**src/rtl/osmosis_pkg.sv**
```systemverilog
// Shared definitions for the osmosis display blocks: screen coordinate width,
// default sprite/membrane geometry and the tally scanner state encoding.
package osmosis_pkg;

    localparam int COORD_W = 10;

    localparam logic [COORD_W-1:0] DEF_MOL_SIZE   = 10'd16;
    localparam logic [COORD_W-1:0] DEF_MEMBRANE_X = 10'd320;

    typedef enum logic [1:0] {
        IDLE,
        SCAN,
        DONE
    } tally_state_e;

endpackage

```
**src/rtl/molecule_side_classify.sv**
```systemverilog
// Decides which side of the membrane one molecule's centre lies on.
// A centre exactly on the membrane column counts as right.
module molecule_side_classify
    import osmosis_pkg::*;
#(
    parameter logic [COORD_W-1:0] MEMBRANE_X = DEF_MEMBRANE_X,
    parameter logic [COORD_W-1:0] MOL_SIZE   = DEF_MOL_SIZE
) (
    input  logic [COORD_W-1:0] pos_x,
    output logic               is_left
);

    // One extra bit so pos_x near the right screen edge cannot wrap to the left.
    logic [COORD_W:0] centre;

    assign centre  = {1'b0, pos_x} + {2'b00, MOL_SIZE[COORD_W-1:1]};
    assign is_left = (centre < {1'b0, MEMBRANE_X});

endmodule

```
**src/rtl/molecule_tally.sv**
```systemverilog
// Per-frame left/right molecule population counter with a debounced
// equilibrium flag; snapshots all positions and scans one molecule per cycle.
module molecule_tally
    import osmosis_pkg::*;
#(
    parameter int                 N_MOL      = 8,
    parameter logic [COORD_W-1:0] MEMBRANE_X = DEF_MEMBRANE_X,
    parameter logic [COORD_W-1:0] MOL_SIZE   = DEF_MOL_SIZE,
    parameter int                 EQ_TOL     = 1,
    parameter int                 EQ_FRAMES  = 60
) (
    input  logic                       clk,
    input  logic                       reset,
    input  logic                       frame,
    input  logic                       freeze,
    input  logic [COORD_W*N_MOL-1:0]   pos_x_flat,
    output logic [3:0]                 left_cnt,
    output logic [3:0]                 right_cnt,
    output logic signed [4:0]          diff,
    output logic                       tally_valid,
    output logic                       equilibrium,
    output logic                       overrun
);

    localparam int               BAL_W    = $clog2(EQ_FRAMES + 1);
    localparam logic [BAL_W-1:0] BAL_MAX  = BAL_W'(EQ_FRAMES);
    localparam logic [4:0]       TOL      = 5'(EQ_TOL);
    localparam logic [3:0]       LAST_IDX = 4'(N_MOL - 1);

    tally_state_e       state_q, state_d;
    logic [3:0]         idx_q, idx_d;
    logic [COORD_W-1:0] snap_q [N_MOL];
    logic [COORD_W-1:0] snap_d [N_MOL];
    logic [3:0]         lacc_q, lacc_d;
    logic [3:0]         racc_q, racc_d;
    logic [3:0]         left_q, left_d;
    logic [3:0]         right_q, right_d;
    logic signed [4:0]  diff_q, diff_d;
    logic               valid_q, valid_d;
    logic               eq_q, eq_d;
    logic [BAL_W-1:0]   bal_q, bal_d;
    logic               ovr_q, ovr_d;

    logic [COORD_W-1:0] cur_x;
    logic               cur_left;
    logic signed [4:0]  diff_new;
    logic [4:0]         diff_u;
    logic [4:0]         diff_abs;

    always_comb begin
        cur_x = '0;
        for (int i = 0; i < N_MOL; i++) begin
            if (idx_q == 4'(i)) cur_x = snap_q[i];
        end
    end

    molecule_side_classify #(
        .MEMBRANE_X (MEMBRANE_X),
        .MOL_SIZE   (MOL_SIZE)
    ) u_classify (
        .pos_x   (cur_x),
        .is_left (cur_left)
    );

    assign diff_new = $signed({1'b0, lacc_q}) - $signed({1'b0, racc_q});
    assign diff_u   = diff_new;
    assign diff_abs = diff_u[4] ? (~diff_u + 5'd1) : diff_u;

    always_comb begin
        state_d = state_q;
        idx_d   = idx_q;
        snap_d  = snap_q;
        lacc_d  = lacc_q;
        racc_d  = racc_q;
        left_d  = left_q;
        right_d = right_q;
        diff_d  = diff_q;
        valid_d = 1'b0;
        eq_d    = eq_q;
        bal_d   = bal_q;
        ovr_d   = ovr_q;

        unique case (state_q)
            IDLE: begin
                if (frame && !freeze) begin
                    for (int i = 0; i < N_MOL; i++) begin
                        snap_d[i] = pos_x_flat[COORD_W*i +: COORD_W];
                    end
                    lacc_d  = '0;
                    racc_d  = '0;
                    idx_d   = '0;
                    state_d = SCAN;
                end
            end
            SCAN: begin
                if (cur_left) lacc_d = lacc_q + 4'd1;
                else          racc_d = racc_q + 4'd1;
                if (idx_q == LAST_IDX) state_d = DONE;
                else                   idx_d   = idx_q + 4'd1;
                if (frame) ovr_d = 1'b1;
            end
            DONE: begin
                left_d  = lacc_q;
                right_d = racc_q;
                diff_d  = diff_new;
                valid_d = 1'b1;
                if (diff_abs <= TOL) begin
                    if (bal_q != BAL_MAX) bal_d = bal_q + 1'b1;
                    eq_d = (bal_d == BAL_MAX);
                end else begin
                    bal_d = '0;
                    eq_d  = 1'b0;
                end
                if (frame) ovr_d = 1'b1;
                state_d = IDLE;
            end
            default: state_d = IDLE;
        endcase
    end

    always_ff @(posedge clk or negedge reset) begin
        if (!reset) begin
            state_q <= IDLE;
            idx_q   <= '0;
            snap_q  <= '{default: '0};
            lacc_q  <= '0;
            racc_q  <= '0;
            left_q  <= '0;
            right_q <= '0;
            diff_q  <= '0;
            valid_q <= 1'b0;
            eq_q    <= 1'b0;
            bal_q   <= '0;
            ovr_q   <= 1'b0;
        end else begin
            state_q <= state_d;
            idx_q   <= idx_d;
            snap_q  <= snap_d;
            lacc_q  <= lacc_d;
            racc_q  <= racc_d;
            left_q  <= left_d;
            right_q <= right_d;
            diff_q  <= diff_d;
            valid_q <= valid_d;
            eq_q    <= eq_d;
            bal_q   <= bal_d;
            ovr_q   <= ovr_d;
        end
    end

    assign left_cnt    = left_q;
    assign right_cnt   = right_q;
    assign diff        = diff_q;
    assign tally_valid = valid_q;
    assign equilibrium = eq_q;
    assign overrun     = ovr_q;

endmodule

```
**config.mk**
```make
export PLATFORM = sky130hd
export DESIGN_NAME = molecule_tally
export DESIGN_NICKNAME = d
export VERILOG_FILES = /design/src/rtl/osmosis_pkg.sv /design/src/rtl/molecule_side_classify.sv /design/src/rtl/molecule_tally.sv
export SDC_FILE = /design/constraint.sdc
export NUM_CORES = 1
export LEC_CHECK = 0
export ABC_CLOCK_PERIOD_IN_PS = 4150
export CORE_MARGIN = 8
export CORE_UTILIZATION = 35
export CTS_BUF_LIST = sky130_fd_sc_hd__clkbuf_16
export DETAILED_ROUTE_END_ITERATION = 7
export PLACE_DENSITY = 0.58
export SETUP_SLACK_MARGIN = 0.4
export SLEW_MARGIN = 20
export SYNTH_ARGS = -nofsm -noshare
export SYNTH_HDL_FRONTEND = slang
export SYNTH_SLANG_ARGS = --single-unit
```
**constraint.sdc**
```tcl
create_clock -name clk -period 4.15 [get_ports clk]
set_input_delay 1.245 -clock clk [delete_from_list [all_inputs] [get_ports clk]]
set_output_delay 1.245 -clock clk [all_outputs]
set_load 0.005 [all_outputs]
```
==> out/results.ini <==
[status]
status=completed

[clocking]
num_clock_sinks=92
cts-hold-fix-buffers=0
postCtsSetupBuffers=0
cts_tree=done
cts_buf_count=9
clk_pin_slew_ps=70
clock-root-buffer=clkbuf_16
cts_repair_resize_count=0
clk_path_buf_depth=2
clock_insertion_delay_worst_skew_ps=340
h-tree-depth=3

[timing]
grt_setup_unrepaired=false
hold_vio_cnt_final=0
max_slew_margin_pct=37.9
setup_tns_ps=0
worst_slew_pin_slew_ps=932
layout_worst_path_cycle_share_pct=75.0
clock_skew_ps=6.33
setup_viol=0
max_freq_mhz=321
maxSlewViolCount=0
shortest_clock_period_the_worst_path_allows_after_layout_ps=3110

[synthesis]
syn_area_mm2=0.00463
synth_top_area_share_pct=49.7
synth.ff_latch_count=92
synth.avg_cell_area_um2=11.8
ys.flop_type=dfrtp_1
ys_types=59
number_of_synthesized_flops_with_an_enable_pin=0
synth_warnings=0
synth.top_cells.by_area=dfrtp_1, mux2_2, ha_1
largest_area_contributor_in_the_netlist=dfrtp_1
post-synth-top-count-cell=dfrtp_1
ys_seq_area_share_pct=49.7
async_flop_share_pct=100
syn-num-nets=492
synth.top_cells.by_count=dfrtp_1, mux2_2, a21oi_1
syn-instance-count=391

[critical_path]
critPathCaptureType=flip-flop
timing.critical_path.required_ps=4420
worstPathBufferInverterCount=1
cp-start-kind=flip-flop
crit_path_max_incr_delay_ps=780
timing.setup.critical_path_class=reg2reg
cp_slowest_cell=ha_1
cpLargestDelayFamily=compound AO/OA/AOI/OAI gates
critical_path_arrival_ps=3380
path_max_fanout=25
path_cells=inv_1 -> ha_1 -> a221oi_1 -> o32a_1 -> o32ai_4 -> nand4_2 -> a211oi_1 -> mux2i_1

[routing]
routed_wire_length_per_instance_um=16.1
initial_drt_markers=137
drt_drc_violations_left=0
drt-pass1-iter-count=4
wirelength_mm=10.4
detailroute.via_count=3239
detail_route.vias_per_cell=5.04
drtAntennaViolNets=0

[global_route]
gr-usage-all-layers_pct=12.8
grt_antenna_before_repair=0
grt_max_degree=75
grt_pass1_vias=3361
grt_use_met2_pct=21.1
grt_use_met3_pct=3.00
grt_busiest_layer=met2
grt_overflow=0
grt_first_pass_wirelength_mm=17.0
global_route_track_usage_on_met1_pct=15.8

[power]
vdd_drop_max_mv=0.285
report.power.total_w=0.00344
power.switching_w=0.00115
power_report.internal_total_w=0.00229
share_seq_of_total_power_pct=40.5
power_density_mw_per_mm2=592
reported_leakage_power_nw=2.46
comb_power_share_pct=37.7
swShare_pct=33.3
power.clock.fraction_pct=21.8

[floorplan]
placement_rows=42
core_area_mm2=0.0131
initial_utilization_pct=35.4
ioPinCount=100
die_area_mm2=0.0172
dieHeight_um=131
dieWidth_um=131

[min_path]
holdCritPathClass=reg2reg

[final_layout]
diodes=0
non_filler_instance_count_after_layout=643
flow.area_growth_from_synthesis_pct=25.5
layout-drive-gt1-share_pct=21.2
finish.net_count=563
postLayoutCoreUtil_pct=44.4

[placement]
hpwl_mm=7.51
gp_congestion=0.751
number_of_i_o_port_buffers=75
placed_cells=627

[flow_run]
max-cap-violations=0

==> per-layer routing <==
layer  routed length, um  share of wire (%)
met1                4570                 44
met2                5240                 50
met3                 432                4.2
met4                 138                1.3
met5                   0                  0
==> kinds of logic after synthesis <==
family / Yosys count / synth area share [%]
XOR/XNOR: 4 / 0.756
AO/OA/AOI/OAI: 81 / 13.0
adder cells (fa/ha/maj): 17 / 4.75
buffers and inverters: 36 / 3.35
multiplexers: 78 / 18.8
flip-flops: 92 / 49.7
AND/OR/NAND/NOR: 83 / 9.67
==> layout make-up <==
cell class / count / area [um2]
fillers: 1229 / 7270
flip-flops and latches: 92 / 2300
multi-input cells: 263 / 2170
repair buffers: 80 / 786
clock buffers: 9 / 225
well taps: 176 / 220
inverters: 16 / 60.1
clock inverters: 7 / 43.8
==> worst paths after layout <==
path | start | end | slack (ps) | depth (start not counted)
max | idx_q[0]$_DFFE_PN0P_ | racc_q[3]$_DFFE_PN0P_ | 1040 | 8
max reg2reg | idx_q[0]$_DFFE_PN0P_ | racc_q[3]$_DFFE_PN0P_ | 1040 | 8
min reg2reg | overrun$_DFFE_PN0P_ | overrun$_DFFE_PN0P_ | 460 | 1
min in group asynchronous | reset | snap_q[26]$_DFFE_PN0P_ | 1040 | 1
max in group asynchronous | reset | snap_q[3]$_DFFE_PN0P_ | 2380 | 2
min | overrun$_DFFE_PN0P_ | overrun$_DFFE_PN0P_ | 460 | 1
==> metrics by stage <==
| stage | hold slack, ps | instance area, um2 | setup slack, ps |
|---|---|---|---|
| 2_1_floorplan | 451 | 4630 | 1580 |
| 3_3_place_gp | 443 | 5540 | 1040 |
| 3_5_place_dp | 452 | 5540 | 984 |
| 4_1_cts | 465 | 5810 | 1080 |
| 5_1_grt | 484 | 5810 | 765 |
| 6_report | 460 | 5810 | 1040 |
==> flip-flops by register name, indices dropped and copies added (netlist names) <==
signal	flops
snap_q	56
tally_valid	1
overrun	1
state_q	2
equilibrium	1
right_cnt	4
idx_q	4
bal_q	6
diff	5
racc_q	4
lacc_q	4
left_cnt	4
==> placed cells by master (no fill, tap or decap), types with 3 or more instances in the layout <==
| master | n |
|---|---|
| a211oi_1 | 4 |
| nand2_1 | 23 |
| dfrtp_1 | 92 |
| inv_1 | 17 |
| a21o_1 | 4 |
| buf_4 | 6 |
| clkdlybuf4s50_1 | 74 |
| o31ai_1 | 3 |
| nor2_1 | 7 |
| and3_1 | 3 |
| o32ai_1 | 3 |
| ha_1 | 16 |
| nor2b_1 | 13 |
| a21oi_1 | 25 |
| clkbuf_16 | 9 |
| nand2b_1 | 7 |
| nor3_1 | 5 |
| o21ai_0 | 8 |
| nand3_1 | 13 |
| a221oi_1 | 6 |
| xnor2_1 | 3 |
| mux2i_1 | 9 |
| a22o_1 | 3 |
| mux2_2 | 68 |
==> power groups by stage <==
stage | registers (W) | logic [W] | clock network (W)
3_5_place_dp | 0.00141 | 0.00131 | 0
3_3_place_gp | 0.00139 | 0.00129 | 0
2_1_floorplan | 0.00135 | 0.000977 | 0
5_1_grt | 0.00143 | 0.00144 | 0.000807
4_1_cts | 0.00139 | 0.00132 | 0.000777
6_report | 0.00139 | 0.00130 | 0.000751
==> worst reg2reg max path, delay by kind of cell (launching register included) <==
kind	cells	cell delay, ps
multiplexers	1	220
adder cells (fa/ha/maj)	1	780
flip-flops	1	450
AND/OR/NAND/NOR	1	250
AO/OA/AOI/OAI	4	1220
buffers and inverters	1	120
No activity file was read; power rests on OpenSTA's default activity.
